### src/rtl/hpdcache_mem_write_buffer_pkg.sv
// Default header/beat/response types and counter sizing for the memory write buffer.
// The top is type-parameterised; these types are only the defaults.
package hpdcache_mem_write_buffer_pkg;

  localparam int unsigned MEM_ID_W   = 4;
  localparam int unsigned MEM_ADDR_W = 32;
  localparam int unsigned MEM_DATA_W = 64;
  localparam int unsigned MEM_LEN_W  = 8;
  localparam int unsigned MEM_SIZE_W = 3;

  typedef enum logic [1:0] {
    MEM_READ   = 2'b00,
    MEM_WRITE  = 2'b01,
    MEM_ATOMIC = 2'b10
  } mem_command_e;

  typedef struct packed {
    logic [MEM_ID_W-1:0]   mem_req_id;
    logic [MEM_ADDR_W-1:0] mem_req_addr;
    logic [MEM_LEN_W-1:0]  mem_req_len;
    logic [MEM_SIZE_W-1:0] mem_req_size;
    mem_command_e          mem_req_command;
    logic [3:0]            mem_req_atomic;
    logic                  mem_req_cacheable;
    logic [1:0]            mem_req_coherence;
  } wbuf_mem_req_t;

  typedef struct packed {
    logic [MEM_DATA_W-1:0]   mem_req_w_data;
    logic [MEM_DATA_W/8-1:0] mem_req_w_be;
    logic                    mem_req_w_last;
  } wbuf_mem_req_w_t;

  typedef struct packed {
    logic [1:0]          mem_resp_w_error;
    logic [MEM_ID_W-1:0] mem_resp_w_id;
    logic                mem_resp_w_is_atomic;
  } wbuf_mem_resp_w_t;

  // Width of a counter that must hold 0..n inclusive.
  function automatic int unsigned cnt_w(int unsigned n);
    return $clog2(n + 1);
  endfunction

endpackage

### src/rtl/hpdcache_mem_wbuf_fifo.sv
// Registered circular FIFO, no bypass: a pushed entry is visible on rdata_o the next cycle.
// A push while full is dropped even if a pop happens in the same cycle.
module hpdcache_mem_wbuf_fifo #(
  parameter type         T     = logic [7:0],
  parameter int unsigned DEPTH = 2
) (
  input  logic clk_i,
  input  logic rst_ni,
  input  logic push_i,
  input  T     wdata_i,
  input  logic pop_i,
  output T     rdata_o,
  output logic full_o,
  output logic empty_o
);

  localparam int unsigned PW = (DEPTH > 1) ? $clog2(DEPTH) : 1;
  localparam int unsigned CW = $clog2(DEPTH + 1);

  T              mem_q [DEPTH];
  logic [PW-1:0] wptr_q, rptr_q;
  logic [CW-1:0] cnt_q;
  logic          do_push, do_pop;

  assign full_o  = (cnt_q == CW'(DEPTH));
  assign empty_o = (cnt_q == '0);
  assign do_push = push_i && !full_o;
  assign do_pop  = pop_i && !empty_o;
  assign rdata_o = mem_q[rptr_q];

  function automatic logic [PW-1:0] ptr_nxt(input logic [PW-1:0] p);
    return (p == PW'(DEPTH - 1)) ? '0 : p + PW'(1);
  endfunction

  always_ff @(posedge clk_i or negedge rst_ni) begin
    if (!rst_ni) begin
      wptr_q <= '0;
      rptr_q <= '0;
      cnt_q  <= '0;
    end else begin
      if (do_push) wptr_q <= ptr_nxt(wptr_q);
      if (do_pop)  rptr_q <= ptr_nxt(rptr_q);
      case ({do_push, do_pop})
        2'b10:   cnt_q <= cnt_q + CW'(1);
        2'b01:   cnt_q <= cnt_q - CW'(1);
        default: cnt_q <= cnt_q;
      endcase
    end
  end

  // Storage needs no reset: it is only observed through a non-empty count.
  always_ff @(posedge clk_i) begin
    if (do_push) mem_q[wptr_q] <= wdata_i;
  end

endmodule

### src/rtl/hpdcache_mem_write_buffer.sv
// Write-path decoupling buffer: header/data FIFOs, outstanding-write limit, header-before-data
// ordering via a burst credit, combinational response pass-through. HPDCACHE_MEM_WBUF_LEN_CHECK_EN adds a burst-length checker.
module hpdcache_mem_write_buffer
  import hpdcache_mem_write_buffer_pkg::*;
#(
  parameter type         hpdcache_mem_req_t    = wbuf_mem_req_t,
  parameter type         hpdcache_mem_req_w_t  = wbuf_mem_req_w_t,
  parameter type         hpdcache_mem_resp_w_t = wbuf_mem_resp_w_t,
  parameter int unsigned REQ_FIFO_DEPTH        = 2,
  parameter int unsigned DATA_FIFO_DEPTH       = 4,
  parameter int unsigned MAX_OUTSTANDING       = 8
) (
  input  logic                                     clk_i,
  input  logic                                     rst_ni,

  output logic                                     req_ready_o,
  input  logic                                     req_valid_i,
  input  hpdcache_mem_req_t                        req_i,

  output logic                                     req_data_ready_o,
  input  logic                                     req_data_valid_i,
  input  hpdcache_mem_req_w_t                      req_data_i,

  input  logic                                     mem_req_ready_i,
  output logic                                     mem_req_valid_o,
  output hpdcache_mem_req_t                        mem_req_o,

  input  logic                                     mem_req_data_ready_i,
  output logic                                     mem_req_data_valid_o,
  output hpdcache_mem_req_w_t                      mem_req_data_o,

  output logic                                     mem_resp_ready_o,
  input  logic                                     mem_resp_valid_i,
  input  hpdcache_mem_resp_w_t                     mem_resp_i,

  input  logic                                     resp_ready_i,
  output logic                                     resp_valid_o,
  output hpdcache_mem_resp_w_t                     resp_o,

  output logic [$clog2(MAX_OUTSTANDING+1)-1:0]     outstanding_o,
  output logic                                     idle_o,
  output logic                                     len_err_o
);

  localparam int unsigned OW = cnt_w(MAX_OUTSTANDING);

  logic          hdr_full, hdr_empty, data_full, data_empty;
  logic          hdr_hs, data_hs, last_hs, resp_hs, resp_dec;
  logic [OW-1:0] outstanding_q, credit_q;

  hpdcache_mem_wbuf_fifo #(
    .T     (hpdcache_mem_req_t),
    .DEPTH (REQ_FIFO_DEPTH)
  ) u_hdr_fifo (
    .clk_i   (clk_i),
    .rst_ni  (rst_ni),
    .push_i  (req_valid_i),
    .wdata_i (req_i),
    .pop_i   (hdr_hs),
    .rdata_o (mem_req_o),
    .full_o  (hdr_full),
    .empty_o (hdr_empty)
  );

  hpdcache_mem_wbuf_fifo #(
    .T     (hpdcache_mem_req_w_t),
    .DEPTH (DATA_FIFO_DEPTH)
  ) u_data_fifo (
    .clk_i   (clk_i),
    .rst_ni  (rst_ni),
    .push_i  (req_data_valid_i),
    .wdata_i (req_data_i),
    .pop_i   (data_hs),
    .rdata_o (mem_req_data_o),
    .full_o  (data_full),
    .empty_o (data_empty)
  );

  assign req_ready_o      = !hdr_full;
  assign req_data_ready_o = !data_full;

  assign mem_req_valid_o      = !hdr_empty && (outstanding_q < OW'(MAX_OUTSTANDING));
  // Beats wait for a header already issued whose last beat has not gone out.
  assign mem_req_data_valid_o = !data_empty && (credit_q != '0);

  assign hdr_hs  = mem_req_valid_o && mem_req_ready_i;
  assign data_hs = mem_req_data_valid_o && mem_req_data_ready_i;
  assign last_hs = data_hs && mem_req_data_o.mem_req_w_last;

  assign resp_valid_o     = mem_resp_valid_i;
  assign mem_resp_ready_o = resp_ready_i;
  assign resp_o           = mem_resp_i;
  assign resp_hs          = mem_resp_valid_i && resp_ready_i;
  // A stray response at zero is ignored rather than wrapping the counter.
  assign resp_dec         = resp_hs && (outstanding_q != '0);

  always_ff @(posedge clk_i or negedge rst_ni) begin
    if (!rst_ni) begin
      outstanding_q <= '0;
      credit_q      <= '0;
    end else begin
      case ({hdr_hs, resp_dec})
        2'b10:   outstanding_q <= outstanding_q + OW'(1);
        2'b01:   outstanding_q <= outstanding_q - OW'(1);
        default: outstanding_q <= outstanding_q;
      endcase
      case ({hdr_hs, last_hs})
        2'b10:   credit_q <= credit_q + OW'(1);
        2'b01:   credit_q <= credit_q - OW'(1);
        default: credit_q <= credit_q;
      endcase
    end
  end

  assign outstanding_o = outstanding_q;
  assign idle_o        = hdr_empty && data_empty && (outstanding_q == '0) && (credit_q == '0);

  resp_underflow_a: assert property (@(posedge clk_i) disable iff (!rst_ni)
    !(resp_hs && (outstanding_q == '0)));

`ifdef HPDCACHE_MEM_WBUF_LEN_CHECK_EN
  logic [7:0] len_head, beat_q;
  logic       len_full, len_empty, len_err_q;

  // Lengths of issued headers, consumed in order as their last beats leave.
  hpdcache_mem_wbuf_fifo #(
    .T     (logic [7:0]),
    .DEPTH (MAX_OUTSTANDING)
  ) u_len_fifo (
    .clk_i   (clk_i),
    .rst_ni  (rst_ni),
    .push_i  (hdr_hs && !len_full),
    .wdata_i (8'(mem_req_o.mem_req_len)),
    .pop_i   (last_hs),
    .rdata_o (len_head),
    .full_o  (len_full),
    .empty_o (len_empty)
  );

  always_ff @(posedge clk_i or negedge rst_ni) begin
    if (!rst_ni) begin
      beat_q    <= '0;
      len_err_q <= 1'b0;
    end else if (data_hs) begin
      if (mem_req_data_o.mem_req_w_last) begin
        beat_q <= '0;
        if (len_empty || (beat_q != len_head)) len_err_q <= 1'b1;
      end else begin
        beat_q <= beat_q + 8'd1;
        if (len_empty || (beat_q == len_head)) len_err_q <= 1'b1;
      end
    end
  end

  assign len_err_o = len_err_q;
`else
  assign len_err_o = 1'b0;
`endif

endmodule

### config.mk
export PLATFORM = sky130hd
export DESIGN_NAME = hpdcache_mem_write_buffer
export DESIGN_NICKNAME = d
export VERILOG_FILES = /design/src/rtl/hpdcache_mem_write_buffer_pkg.sv /design/src/rtl/hpdcache_mem_wbuf_fifo.sv /design/src/rtl/hpdcache_mem_write_buffer.sv
export SDC_FILE = /design/constraint.sdc
export NUM_CORES = 1
export LEC_CHECK = 0
export CAP_MARGIN = 10
export CORE_ASPECT_RATIO = 1.4
export CORE_MARGIN = 5
export CORE_UTILIZATION = 40
export CTS_CLUSTER_DIAMETER = 150
export CTS_CLUSTER_SIZE = 8
export DETAILED_ROUTE_END_ITERATION = 6
export HOLD_SLACK_MARGIN = 0.03
export PLACE_DENSITY = 0.72
export SYNTH_ARGS = -nofsm -noshare
export SYNTH_HDL_FRONTEND = slang
export SYNTH_SLANG_ARGS = --single-unit
### constraint.sdc
create_clock -name clk_i -period 7.23 [get_ports clk_i]
set_clock_uncertainty 0.05 [all_clocks]
set_input_delay 1.446 -clock clk_i [delete_from_list [all_inputs] [get_ports clk_i]]
set_output_delay 1.446 -clock clk_i [all_outputs]
set_load 0.02 [all_outputs]
# Word-level counts from Yosys, hierarchy flattened
# Memories as Yosys holds them, arrays and structs flattened.
# Index checks and enable logic that the tools add are counted.
# word_totals
reg_bits,19
latch_bits,0
ram_bits,404
mem_bits_ro,0
input_bits,144
word_cells,75
mem_count,2
# mem_list
memory,words,width,rd,rd_clocked_by_memory_dff,wr,line,rtl
u_data_fifo.mem_q,4,73,1,0,1,hpdcache_mem_wbuf_fifo.sv:20,T mem_q [DEPTH];
u_hdr_fifo.mem_q,2,56,1,0,1,hpdcache_mem_wbuf_fifo.sv:20,
# op_classes
addsub,12
multipliers,0
div_mod_pow,0
order_cmp,1
n_eq_ne,12
n_shift,0
n_mux,12
bitwise_logic,0
n_reduce_logical,28
# ops
cell,n
one-hot mux 4 bit (2 select lines),2
"equality test 2 bit, second input constant",7
logical AND 1 bit,14
"adder 4 x 1 -> 4 bit, second input constant",2
"equality test 2 x 1 -> 1 bit, second input constant",4
logical NOT 4 bit,2
nonzero test 2 bit,4
nonzero test 4 bit,2
"subtractor 4 x 1 -> 4 bit, second input constant",2
"adder 2 x 1 -> 2 bit, second input constant",3
two-way mux 1 bit,6
one-hot mux 3 bit (2 select lines),1
logical NOT 1 bit,4
"less-than comparator 4 bit, second input constant",1
two-way mux 2 bit,2
one-hot mux 2 bit (2 select lines),1
"adder 3 x 1 -> 3 bit, second input constant",1
"equality test 3 bit, second input constant",1
logical NOT 3 bit,1
"subtractor 3 x 1 -> 3 bit, second input constant",1
"adder 1 bit, second input constant",2
logical NOT 2 bit,1
"subtractor 2 x 1 -> 2 bit, second input constant",1

# Longest topological paths before layout
# logic_depth
depth_word,7
mapped_depth,10
ltp_nobuf,10

# Cells and area by module
# A second synthesis with hierarchy kept.
# unflattened
cells_unflattened,700
hier_area_um2,16076.7
# modules_own_cells
module,instances,cells_each,area_per_inst_um2
hpdcache_mem_wbuf_fifo (u_data_fifo),1,423,10963.0
hpdcache_mem_wbuf_fifo (u_hdr_fifo),1,192,4355.4
hpdcache_mem_write_buffer,1,85,758.2

# Worst setup path after synthesis
# No wires, ideal clock.
# synth_path
path_type,input to register
startpoint,in req_valid_i
endpoint,mem u_hdr_fifo.mem_q[0][0] in the netlist's numbering (enable)
t_arrival_ns,3.893
setup_slack_ns,2.817
cell_stages,2
n_path_buf,0
path_cell_list,nand2_1 -> nor2_1
# synth_between
elab_chain_len,3
# synth_rtl
element,line,rtl
from (decl),hpdcache_mem_write_buffer.sv:17,"input logic req_valid_i,"
logical AND 1 bit,hpdcache_mem_wbuf_fifo.sv:27,assign do_push = push_i && !full_o;
two-way mux 1 bit,hpdcache_mem_wbuf_fifo.sv:53,if (do_push) mem_q[wptr_q] <= wdata_i;
two-way mux 1 bit (implied by the code),hpdcache_mem_wbuf_fifo.sv:53,
to (decl),hpdcache_mem_wbuf_fifo.sv:20,
# Every way passes these cells.

==> results.toml <==
[status]
status = "complete, no violations"

[critical_path]
r2r_end = "credit_q[2]"
required_ns = 5.73
cpPeakStageDelay_ns = 0.76
reg2reg_from = "u_data_fifo.rptr_q[1]"
startpoint_type = "flop"
crit_type = "flop to output port"
reg2regPathDepth = 10
cp_slowest_cell = "dfrtp_4"
cp_max_fo = 43
ff2ff_setup_slack_ns = 3.78
arrival_ns = 3.05
end_kind = "output port"
path_cells = "buf_4, mux4_2, clkdlybuf4s50_1"

[power_and_ir_drop]
ir_drop_v = 0.000288
leakage_nw = 6.84
power.density_mw_per_mm2 = 435
finalPower_mw = 8.99

[drt]
wl_per_cell_um = 21.4
drt-pass1-iter-count = 4
wl_mm = 32.8
drtIter0Drc = 297
route.vias.total = 7658
ant_nets = 0
viasPerCell = 4.99
drc = 0

[grt]
grt_pass1_wl_mm = 49.4
grt_antenna_before_repair = 2
grt_usage_pct = 14.8
grt_max_degree = 67
first_global_vias = 8357
grt-ovfl-total = 0

[clocking]
clk_path_buf_depth = 3
insertion_delay_ns = 0.56
post-cts-setup-buffers = 0
cts_resized = 0
ctsRootBufferMaster = "clkbuf_16"
cts_made_buffers = 58
cts.clk_slew.worst_paths_ns = 0.05
postCtsHoldBufs = 0
cts_tree = "done"
clock_sinks = 423
cts_max_level = 2

[die]
die_y_um = 245
coreArea_mm2 = 0.0392
fp-row-count = 86
start_util_pct = 40.3
die_area_mm2 = 0.0436
ios = 292
die_x_um = 178

[timing]
slew_headroom_pct = 28.6
post-route-min-period_ns = 4.55
rsz0062_at_grt = "no"
tns_ns = 0
worstMarginPinSlew_ns = 1.07
slew_violations = 0
worst_slack_ns = 2.68
period_share_pct = 62.9
setup_violations = 0
max_freq_mhz = 220
final_hold_viol_count = 0

[hold_path]
hold_end = "credit_q[3]"
hold_class = "flop to flop"
holdPathStages = 1
min-delay-start = "credit_q[3]"

[synth]
synth_cells = 679
synth_cell_types = 32
syn-mean-instance-area_um2 = 23.3
synthSimpleGateAreaFrac_pct = 1.29
synth-adder-area-share_pct = 1.28
synth_edf_count = 404
netlist_area_mm2 = 0.0158
synthMuxAreaShare_pct = 14.8
ys_ff_latch = 423
synth-xor-area-share_pct = 0.832
synth_nets = 838
synth_flop_cell = "edfxtp_1"
synth_compound_area_share_pct = 0.444
synth_top_family_by_area = "multiplexers"
yosysWarnings = 0
async_flop_share_pct = 4.49
yosysSeqAreaShare_pct = 79.8

[cells_and_area]
num-nets-final = 1151
area_delta_synth_final_pct = 31.0
final_cell_area_mm2 = 0.0207
drive_above_1_share_pct = 21.5
final_util_pct = 52.8

[placement]
hpwlAfterDp_mm = 20.9
dp_slack_ns = 3.22
gp_congestion = 0.720
place_area_mm2 = 0.0191
io_buffers = 276

[run]
max_cap_viol_count = 0
## worst max-delay path, delay by kind of cell, from the launching register on
kind,cells,cell delay (ns)
buffers and inverters,2,1.18
muxes,1,0.44
DFF,1,0.76
## state kept, by name, indices dropped and copies added, names as in the netlist
signal              flops
u_data_fifo.mem_q     292
u_hdr_fifo.mem_q      112
credit_q                4
outstanding_o           4
u_data_fifo.cnt_q       3
u_data_fifo.rptr_q      2
u_data_fifo.wptr_q      2
u_hdr_fifo.cnt_q        2
u_hdr_fifo.rptr_q       1
u_hdr_fifo.wptr_q       1
## per-layer routing
metal | track usage [%] | vias up | routed length (um)
li1 | - | 3407 | -
met1 | 16.6 | 3877 | 11900
met2 | 25.5 | 304 | 16500
met3 | 5.95 | 68 | 3430
met4 | 5.39 | 2 | 977
met5 | 0 | - | 13
## synth_stat cells (4+ instances only)
cell type    n  area share (%)
and3_1       7            0.28
edfxtp_1   404              77
buf_4       17            0.81
nand2_1      7            0.17
ha_1        13             1.0
dfrtp_1     19             3.0
nor2_1      10            0.24
inv_1        9            0.21
buf_2        9            0.29
nor4_1       4            0.16
xor2_1       6            0.33
buf_1        5            0.12
mux4_2      73              10
mux2_2      62             4.4
xnor2_1      9            0.50
## final cells by class
cell class | count | area, um2
Fill cell | 3083 | 18500
Sequential cell | 423 | 12600
Multi-Input combinational cell | 214 | 2980
Timing Repair Buffer | 286 | 2840
Clock buffer | 70 | 1520
Tap cell | 528 | 661
Inverter | 9 | 33.8
Clock inverter | 2 | 28.8
Antenna cell | 2 | 5.00
## cell families after synthesis
| kind of cell | Yosys count |
|---|---|
| XOR/XNOR | 15 |
| other | 1 |
| multiplexers | 135 |
| flip-flops | 423 |
| AO/OA/AOI/OAI | 9 |
| buffers and inverters | 42 |
| AND/OR/NAND/NOR | 39 |
| adder cells (fa/ha/maj) | 15 |
## power by group
group / internal, mW / switching, mW / leakage, nW
clock network: 1.44 / 0.900 / 0.754
logic: 1.51 / 1.63 / 2.15
registers: 3.29 / 0.216 / 3.94
## per-stage QoR
step | hold slack, ns | std cells
floorplan | 0.398 | 679
global placement | 0.415 | 1460
finish | 0.421 | 1534
detailed placement | 0.418 | 1460
CTS | 0.427 | 1532
global route | 0.456 | 1533
## worst max path at each step
stage,depth (start not counted),start,slack [ns],to
after floorplan,2,req_valid_i,2.82,u_hdr_fifo.mem_q[0][0]
after global placement,3,u_data_fifo.rptr_q[1],3.19,mem_req_data_o[70]
after detailed placement,2,mem_resp_valid_i,3.22,resp_valid_o
after CTS,3,u_data_fifo.rptr_q[1],2.60,mem_req_data_o[70]
after global routing,3,u_data_fifo.rptr_q[1],2.53,mem_req_data_o[52]
final,3,u_data_fifo.rptr_q[1],2.68,mem_req_data_o[70]
## placed cells by master, fill, tap and decap left out, types with 2 or more instances in the layout
cell type and count:
edfxtp_1 404, mux2_2 62, diode_2 2, a21oi_1 2, nand3_1 2, xor2_1 6, and3_4 4, clkdlybuf4s50_1 276
dfrtp_4 2, ha_1 13, nor3_1 2, and3_1 2, clkbuf_16 59, nor2_1 9, nand2b_1 2, mux4_2 73
inv_1 9, nand2_1 7, xnor2_1 9, fa_1 2, nor4_1 4, o21ai_0 2, dfrtp_1 16, buf_4 10
clkbuf_1 11, nor4b_1 2
Note: power is estimated with default switching activity, not from simulation.
